--- config.mk ---
export PLATFORM = sky130hd
export DESIGN_NAME = router_reg
export DESIGN_NICKNAME = d
export VERILOG_FILES = /design/src/rtl/router_pkg.sv /design/src/rtl/router_parity_chk.sv /design/src/rtl/router_reg.sv
export SDC_FILE = /design/constraint.sdc
export NUM_CORES = 1
export LEC_CHECK = 0
export CAP_MARGIN = 0
export CELL_PAD_IN_SITES_DETAIL_PLACEMENT = 1
export CELL_PAD_IN_SITES_GLOBAL_PLACEMENT = 1
export CORE_AREA = 2 2 83 85
export CTS_BUF_LIST = sky130_fd_sc_hd__clkbuf_4
export CTS_CLUSTER_SIZE = 25
export DETAILED_ROUTE_END_ITERATION = 8
export DIE_AREA = 0 0 85 87
export GPL_ROUTABILITY_DRIVEN = 0
export MAX_ROUTING_LAYER = met4
export PLACE_DENSITY_LB_ADDON = 0.05
export SYNTH_ARGS = -nofsm -noshare
export SYNTH_HDL_FRONTEND = slang
export SYNTH_SLANG_ARGS = --single-unit
export TNS_END_PERCENT = 30
--- constraint.sdc ---
create_clock -name clk -period 2.4 [get_ports clk]
set_input_delay 0.48 -clock clk [delete_from_list [all_inputs] [get_ports clk]]
set_output_delay 0.48 -clock clk [all_outputs]
set_load 0.03 [all_outputs]
--- src/rtl/router_pkg.sv ---
// Shared constants for the 1x3 router: data/address widths, the reserved
// address, and the FSM state encoding used by the controller and assertions.
package router_pkg;

   localparam int DATA_WIDTH = 8;
   localparam int ADDR_WIDTH = 2;
   localparam logic [ADDR_WIDTH-1:0] ADDR_INVALID = 2'b11;

   typedef enum logic [2:0] {
      DECODE_ADDRESS     = 3'd0,
      LOAD_FIRST_DATA    = 3'd1,
      LOAD_DATA          = 3'd2,
      FIFO_FULL_STATE    = 3'd3,
      LOAD_AFTER_FULL    = 3'd4,
      LOAD_PARITY        = 3'd5,
      CHECK_PARITY_ERROR = 3'd6,
      WAIT_TILL_EMPTY    = 3'd7
   } router_state_e;

endpackage

--- src/rtl/router_parity_chk.sv ---
// Running XOR parity over header+payload, capture of the packet parity byte,
// and the sticky parity_done / err flags reported back to the FSM.
module router_parity_chk #(
   parameter int DATA_WIDTH = 8
) (
   input  logic                  clk,
   input  logic                  reset,
   input  logic                  clear,
   input  logic                  acc_en,
   input  logic [DATA_WIDTH-1:0] acc_data,
   input  logic                  capture_en,
   input  logic [DATA_WIDTH-1:0] capture_data,
   output logic                  parity_done,
   output logic                  err
);
   import router_pkg::*;

   logic [DATA_WIDTH-1:0] int_parity_reg;
   logic [DATA_WIDTH-1:0] pkt_parity_reg;
   logic                  parity_done_reg;
   logic                  err_reg;

   always_ff @(posedge clk) begin
      if (reset || clear) begin
         int_parity_reg  <= '0;
         pkt_parity_reg  <= '0;
         parity_done_reg <= 1'b0;
         err_reg         <= 1'b0;
      end else begin
         if (acc_en)
            int_parity_reg <= int_parity_reg ^ acc_data;
         if (capture_en) begin
            pkt_parity_reg  <= capture_data;
            parity_done_reg <= 1'b1;
         end
         // Compare one cycle after capture so err is settled by CHECK_PARITY_ERROR.
         if (parity_done_reg && !err_reg)
            err_reg <= (int_parity_reg != pkt_parity_reg);
      end
   end

   assign parity_done = parity_done_reg;
   assign err         = err_reg;

endmodule

--- src/rtl/router_reg.sv ---
// Router datapath register stage: header latch, full-FIFO hold byte and the
// FIFO write data mux, with parity checking delegated to router_parity_chk.
module router_reg #(
   parameter int DATA_WIDTH = 8
) (
   input  logic                  clk,
   input  logic                  reset,
   input  logic                  pkt_valid,
   input  logic [DATA_WIDTH-1:0] data_in,
   input  logic                  fifo_full,
   input  logic                  detect_add,
   input  logic                  lfd_state,
   input  logic                  ld_state,
   input  logic                  laf_state,
   input  logic                  full_state,
   input  logic                  rst_int_reg,
   output logic [DATA_WIDTH-1:0] dout,
   output logic                  parity_done,
   output logic                  low_pkt_valid,
   output logic                  err
);
   import router_pkg::*;

   logic [DATA_WIDTH-1:0] dout_reg;
   logic [DATA_WIDTH-1:0] header_reg;
   logic [DATA_WIDTH-1:0] hold_byte_reg;
   logic                  low_pkt_valid_reg;
   logic                  acc_en;
   logic [DATA_WIDTH-1:0] acc_data;
   logic                  capture_en;
   logic                  parity_done_int;

   always_ff @(posedge clk) begin
      if (reset) begin
         dout_reg          <= '0;
         header_reg        <= '0;
         hold_byte_reg     <= '0;
         low_pkt_valid_reg <= 1'b0;
      end else begin
         if (detect_add && pkt_valid && (data_in[ADDR_WIDTH-1:0] != ADDR_INVALID))
            header_reg <= data_in;

         if (lfd_state)
            dout_reg <= header_reg;
         else if (ld_state && !fifo_full)
            dout_reg <= data_in;
         else if (laf_state)
            dout_reg <= hold_byte_reg;

         // Byte on the bus in the cycle the FIFO filled; replayed in LOAD_AFTER_FULL.
         if (ld_state && fifo_full)
            hold_byte_reg <= data_in;

         if (rst_int_reg)
            low_pkt_valid_reg <= 1'b0;
         else if (ld_state && !pkt_valid)
            low_pkt_valid_reg <= 1'b1;
      end
   end

   // The parity byte arrives with pkt_valid low, so it is never accumulated.
   assign acc_en     = lfd_state | (ld_state & pkt_valid & ~full_state);
   assign acc_data   = lfd_state ? header_reg : data_in;
   assign capture_en = (ld_state & ~fifo_full & ~pkt_valid)
                     | (laf_state & low_pkt_valid_reg & ~parity_done_int);

   router_parity_chk #(
      .DATA_WIDTH (DATA_WIDTH)
   ) u_parity_chk (
      .clk          (clk),
      .reset        (reset),
      .clear        (detect_add),
      .acc_en       (acc_en),
      .acc_data     (acc_data),
      .capture_en   (capture_en),
      .capture_data (data_in),
      .parity_done  (parity_done_int),
      .err          (err)
   );

   assign dout          = dout_reg;
   assign parity_done   = parity_done_int;
   assign low_pkt_valid = low_pkt_valid_reg;

endmodule

-- After elaboration in Yosys (flattened, before gate mapping)
Index checks and enable logic that the tools add are counted.
- equal/unequal tests: 2
- muxes and demuxes: 4
- bitwise operators: 13
- reductions and logical operators: 12
- operators by type and width (operator ; number):
    8-bit 2-to-1 mux ; 4
    8-bit inequality test ; 1
    8-bit XOR ; 1
    1-bit AND ; 6
    1-bit logical AND ; 6
    1-bit inverter ; 4
    1-bit logical NOT ; 3
    3-bit nonzero test ; 1
    2-bit inequality test, second input constant ; 1
    1-bit OR ; 2
    2-bit OR reduction ; 1
    1-bit logical OR ; 1
- register bits: 43
- bits of input ports: 18
- logic and storage cells: 39

-- Longest topological paths before layout
- depth in word-level cells: 4
- depth in mapped cells: 7

-- Hierarchy
A second synthesis with hierarchy kept.
- cells, all modules: 229
- area, all modules: 2038.2 um2
- modules (own cells, without submodules) (module ; instances ; cells each ; area each (um2)):
    router_reg ; 1 ; 150 ; 1256.2
    router_parity_chk ; 1 ; 79 ; 782.0

-- Worst setup path after synthesis
Ideal clock, no wire load.
- kind: input-to-reg
- start point: input port fifo_full
- end point: register dout_reg[0] (netlist: dout[0])
- setup time: 79 ps
- data arrival time: 1507 ps
- path slack: 814 ps
- stages: 6
- buffers on the path: 3
- cells stage by stage: buf_6 nand2b_4 buf_6 buf_6 a311o_1 a211oi_2
- word-level cells in the longest chain between the ends: 4
- elaborated cells on any way between the ends: 5
- classes of those cells: mux: 2; reduce/logical: 3
- RTL lines (what ; line ; text):
    start: declaration ; router_reg.sv:10 ; input logic fifo_full,
    1-bit logical NOT * ; router_reg.sv:45 ; else if (ld_state && !fifo_full)
    1-bit logical AND * ; router_reg.sv:45 ;
    8-bit 2-to-1 mux ; router_reg.sv:45 ;
    8-bit 2-to-1 mux ; router_reg.sv:43 ; if (lfd_state)
    end signal: assignment ; router_reg.sv:44 ; dout_reg <= header_reg;
    end signal: assignment ; router_reg.sv:46 ; dout_reg <= data_in;
    end signal: assignment ; router_reg.sv:48 ; dout_reg <= hold_byte_reg;
    end: declaration ; router_reg.sv:24 ; logic [DATA_WIDTH-1:0] dout_reg;
Mark *: on every way between the ends. The rest lies on a longest branch, timed or not.
A chain may end at the register's enable or synchronous reset.

-- Final worst setup path
- start point: register u_parity_chk.parity_done_reg (netlist: u_parity_chk.parity_done)
- end point: output port parity_done
- RTL lines (what ; line ; text):
    start: declaration ; router_parity_chk.sv:20 ; logic parity_done_reg;
    start signal: assignment ; router_parity_chk.sv:27 ; parity_done_reg <= 1'b0;
    start signal: assignment ; router_parity_chk.sv:34 ; parity_done_reg <= 1'b1;
    end: declaration ; router_reg.sv:18 ; output logic parity_done,
No word-level cell between the ends.

==> impl_results.html <==
<table>
<tr><th>Metric</th><th>Value</th></tr>
<tr><th colspan="2">Outcome</th></tr>
<tr><td>Result of the run</td><td>finished, final reports clean</td></tr>
<tr><th colspan="2">STA</th></tr>
<tr><td>Final Cycle Share</td><td>0.818</td></tr>
<tr><td>Worst slew margin</td><td>0.626</td></tr>
<tr><td>Slew of the pin with the lowest slew margin</td><td>0.560 ns</td></tr>
<tr><td>Maximum clock rate</td><td>510 MHz</td></tr>
<tr><td>Final critical delay including setup and external delays</td><td>1.96 ns</td></tr>
<tr><td>Sum Neg Setup Slack</td><td>0 ns</td></tr>
<tr><td>Min Hold Slack</td><td>0.463 ns</td></tr>
<tr><td>Final setup viols</td><td>0</td></tr>
<tr><td>Largest clock skew in the final design</td><td>0.0125 ns</td></tr>
<tr><td>Max-slew violation count</td><td>0</td></tr>
<tr><td>Unrepaired setup endpoints after global routing</td><td>no</td></tr>
<tr><td>Total count of hold-check failures in the final report</td><td>0</td></tr>
<tr><th colspan="2">Worst setup path</th></tr>
<tr><td>Depth of the most critical reg-to-reg path</td><td>5</td></tr>
<tr><td>Levels on crit path</td><td>1</td></tr>
<tr><td>Endpoint type of the worst setup path</td><td>output pin</td></tr>
<tr><td>Crit path largest cell delay</td><td>0.70 ns</td></tr>
<tr><td>CP arrival</td><td>1.48 ns</td></tr>
<tr><td>Start point of the critical path</td><td>u_parity_chk.parity_done$_SDFFE_PP0P_</td></tr>
<tr><td>Worst-path maximum fanout</td><td>4</td></tr>
<tr><td>Required time of the critical path</td><td>1.92 ns</td></tr>
<tr><td>Critical Path Slowest Stage Cell</td><td>sky130_fd_sc_hd__clkdlybuf4s50_1</td></tr>
<tr><td>Ordered cell list for the critical path</td><td>clkdlybuf4s50_1</td></tr>
<tr><td>Combined buffer and inverter count along the critical path</td><td>1</td></tr>
<tr><td>Setup slack of the worst register-to-register path</td><td>1.20 ns</td></tr>
<tr><td>Startpoint type of the worst setup path</td><td>flop</td></tr>
<tr><td>Destination of the critical timing path</td><td>parity_done</td></tr>
<tr><td>Worst R2R Start</td><td>low_pkt_valid$_SDFFE_PP0P_</td></tr>
<tr><td>Cell family contributing the most delay on the critical path</td><td>buffers and inverters</td></tr>
<tr><td>Critical R2R Capture</td><td>u_parity_chk.pkt_parity_reg[5]$_SDFFE_PP0P_</td></tr>
<tr><td>Category of the critical setup timing path</td><td>flop to output pin</td></tr>
<tr><th colspan="2">Global route</th></tr>
<tr><td>Largest net degree at the start of global routing</td><td>27</td></tr>
<tr><td>First-pass GRT wire length</td><td>8680 µm</td></tr>
<tr><td>Number of global-route vias before repair</td><td>1694</td></tr>
<tr><td>Total gr overflow</td><td>0</td></tr>
<tr><td>Gr usage total</td><td>0.158</td></tr>
<tr><td>Antenna violations before repair</td><td>0</td></tr>
<tr><th colspan="2">Placement</th></tr>
<tr><td>Area after DPL</td><td>2270 µm²</td></tr>
<tr><td>Dpl hpwl</td><td>3880 µm</td></tr>
<tr><td>Port bufs</td><td>28</td></tr>
<tr><th colspan="2">Worst hold path</th></tr>
<tr><td>Path type of the worst min-delay path</td><td>flop to flop</td></tr>
<tr><td>Worst Hold Path Cells</td><td>2</td></tr>
<tr><th colspan="2">Clock network</th></tr>
<tr><td>Clock slew at the register clock pins of the worst setup and hold paths</td><td>0.13 ns</td></tr>
<tr><td>Clock tree from TritonCTS</td><td>done</td></tr>
<tr><td># clock sinks</td><td>43</td></tr>
<tr><td>Postcts setup bufs</td><td>0</td></tr>
<tr><td>CTS Hold Buffers Added</td><td>0</td></tr>
<tr><td>CTS Buffer Depth</td><td>2</td></tr>
<tr><td>CTS H-tree depth</td><td>2</td></tr>
<tr><td>Clock buffer count from CTS</td><td>5</td></tr>
<tr><td>Library cell used as clock root buffer</td><td>sky130_fd_sc_hd__clkbuf_4</td></tr>
<tr><td>Number of gates resized after cts</td><td>0</td></tr>
<tr><td>Clock insertion delay at the later pin of the skew report</td><td>0.37 ns</td></tr>
<tr><th colspan="2">Floorplan</th></tr>
<tr><td>Die footprint</td><td>7400 µm²</td></tr>
<tr><td>Rows</td><td>30</td></tr>
<tr><td>Vertical die dimension</td><td>87 µm</td></tr>
<tr><td>Die X</td><td>85 µm</td></tr>
<tr><td>Initial Utilization</td><td>0.291</td></tr>
<tr><td>Number of top-level design ports</td><td>29</td></tr>
<tr><td>Total core area</td><td>6570 µm²</td></tr>
<tr><th colspan="2">Yosys</th></tr>
<tr><td>Share of the yosys chip area belonging to registers</td><td>0.450</td></tr>
<tr><td>Cell Area, Synth</td><td>1910 µm²</td></tr>
<tr><td>Synthesized netlist cell count</td><td>213</td></tr>
<tr><td>Yosys warnings</td><td>0</td></tr>
<tr><td>Flop and latch count out of synthesis</td><td>43</td></tr>
<tr><td>Cell variety after synth</td><td>24</td></tr>
<tr><td>Synthesized Nets</td><td>231</td></tr>
<tr><td>Average cell area after synthesis</td><td>8.99 µm²</td></tr>
<tr><th colspan="2">Flow run</th></tr>
<tr><td>Max Cap Viol</td><td>0</td></tr>
<tr><th colspan="2">Layout</th></tr>
<tr><td>Commonest cells after routing, fill and taps aside</td><td>sky130_fd_sc_hd__nor2_1 (44), sky130_fd_sc_hd__dfxtp_1 (43), sky130_fd_sc_hd__clkdlybuf4s50_1 (28)</td></tr>
<tr><td>Fraction of final layout cells sized beyond drive strength 1</td><td>0.103</td></tr>
<tr><td>Most frequent standard cell in the layout excluding fill and tap cells</td><td>sky130_fd_sc_hd__nor2_1</td></tr>
<tr><td>Area delta synth-&gt;final</td><td>24.1%</td></tr>
<tr><td>Number of nets in the finished design</td><td>260</td></tr>
<tr><td>Post-Layout Inst Area</td><td>2370 µm²</td></tr>
<tr><td>Antenna diode instance count</td><td>0</td></tr>
<tr><th colspan="2">Power</th></tr>
<tr><td>Power density over the cells</td><td>661 nW/µm²</td></tr>
<tr><td>Leak pwr</td><td>0.902 nW</td></tr>
<tr><td>Peak supply drop</td><td>0.000226 V</td></tr>
<tr><th colspan="2">Detailed routing</th></tr>
<tr><td>Total number of vias</td><td>1568</td></tr>
<tr><td>Wirelength per Cell</td><td>16.4 µm</td></tr>
<tr><td>Detailed-route vias per instance</td><td>4.85</td></tr>
<tr><td>Number of search-and-repair iterations in the first detailed-routing pass</td><td>4</td></tr>
<tr><td>1st-iter DRT viols</td><td>27</td></tr>
<tr><td>Antenna Violating Nets Remaining</td><td>0</td></tr>
<tr><td>Final wirelength</td><td>5310 µm</td></tr>
<tr><td>DRC errors left</td><td>0</td></tr>
</table>
[cell families (layout without fill, tap and decap cells)]
group,Yosys count,after routing,synth area share
AND/OR/NAND/NOR,81,81,0.179
AO/OA/AOI/OAI,35,35,0.156
XOR/XNOR,16,16,0.0732
flip-flops,43,43,0.450
multiplexers,16,16,0.0837
buffers and inverters,22,52,0.0582
[metal layers]
metal	up-vias	routed length, µm	track usage
met5	-	0	-
met4	0	76	0.0606
met3	8	124	0.0246
met2	20	2660	0.274
met1	768	2450	0.184
li1	772	-	-
[per-stage QoR]
step	utilization	total power, mW	setup slack, ns	instances
2_1_floorplan	-	0.903	0.814	213
3_3_place_gp	0.346	0.990	0.249	315
3_5_place_dp	0.346	0.995	0.192	315
4_1_cts	0.362	1.58	0.409	323
5_1_grt	0.362	1.64	0.385	323
6_report	0.362	1.57	0.438	323
[synthesized netlist by cell type]
cell type | n | area [µm²]
sky130_fd_sc_hd__xor2_1 | 8 | 70.1
sky130_fd_sc_hd__buf_4 | 1 | 7.51
sky130_fd_sc_hd__inv_1 | 9 | 33.8
sky130_fd_sc_hd__buf_6 | 3 | 33.8
sky130_fd_sc_hd__nand2_1 | 22 | 82.6
sky130_fd_sc_hd__nand4_1 | 2 | 12.5
sky130_fd_sc_hd__nand2b_4 | 1 | 13.8
sky130_fd_sc_hd__buf_1 | 2 | 7.51
sky130_fd_sc_hd__nand3_1 | 9 | 45.0
sky130_fd_sc_hd__o22ai_1 | 1 | 6.26
sky130_fd_sc_hd__nor2_1 | 44 | 165
sky130_fd_sc_hd__nor3_1 | 1 | 5.00
sky130_fd_sc_hd__mux2i_1 | 16 | 160
sky130_fd_sc_hd__clkbuf_1 | 5 | 18.8
sky130_fd_sc_hd__o211ai_1 | 1 | 7.51
sky130_fd_sc_hd__a311o_1 | 8 | 80.1
sky130_fd_sc_hd__a211oi_2 | 8 | 100
sky130_fd_sc_hd__xnor2_1 | 8 | 70.1
sky130_fd_sc_hd__dfxtp_1 | 43 | 861
sky130_fd_sc_hd__a21boi_0 | 8 | 60.1
sky130_fd_sc_hd__and4bb_1 | 1 | 12.5
sky130_fd_sc_hd__or2_2 | 1 | 6.26
sky130_fd_sc_hd__buf_2 | 2 | 10.0
sky130_fd_sc_hd__a21oi_1 | 9 | 45.0
[worst min-delay path by stage]
| stage | startpoint | end |
|---|---|---|
| final | hold_byte_reg[1]$_SDFFE_PP0P_ | hold_byte_reg[1]$_SDFFE_PP0P_ |
| after global routing | hold_byte_reg[1]$_SDFFE_PP0P_ | hold_byte_reg[1]$_SDFFE_PP0P_ |
| after CTS | hold_byte_reg[1]$_SDFFE_PP0P_ | hold_byte_reg[1]$_SDFFE_PP0P_ |
| after detailed placement | hold_byte_reg[1]$_SDFFE_PP0P_ | hold_byte_reg[1]$_SDFFE_PP0P_ |
| after global placement | u_parity_chk.err$_SDFFE_PP0P_ | u_parity_chk.err$_SDFFE_PP0P_ |
| after floorplan | hold_byte_reg[0]$_SDFFE_PP0P_ | hold_byte_reg[0]$_SDFFE_PP0P_ |
[layout make-up]
type                       instances  area, µm²
sequential                        43        861
inverter                           9       33.8
tap                               80        100
timing repair buffer              35        333
fill                             765       4190
clock buffer                       6       45.0
clock inverter                     2       60.1
multi-input combinational        148        942
[where the power goes]
| group | internal [mW] | leakage (nW) | switching (mW) |
|---|---|---|---|
| Sequential | 0.741 | 0.350 | 0.0161 |
| Clock | 0.336 | 0.0559 | 0.256 |
| Combinational | 0.0977 | 0.496 | 0.123 |
| Total | 1.17 | 0.902 | 0.395 |
Note: power is estimated with default switching activity, not from simulation.
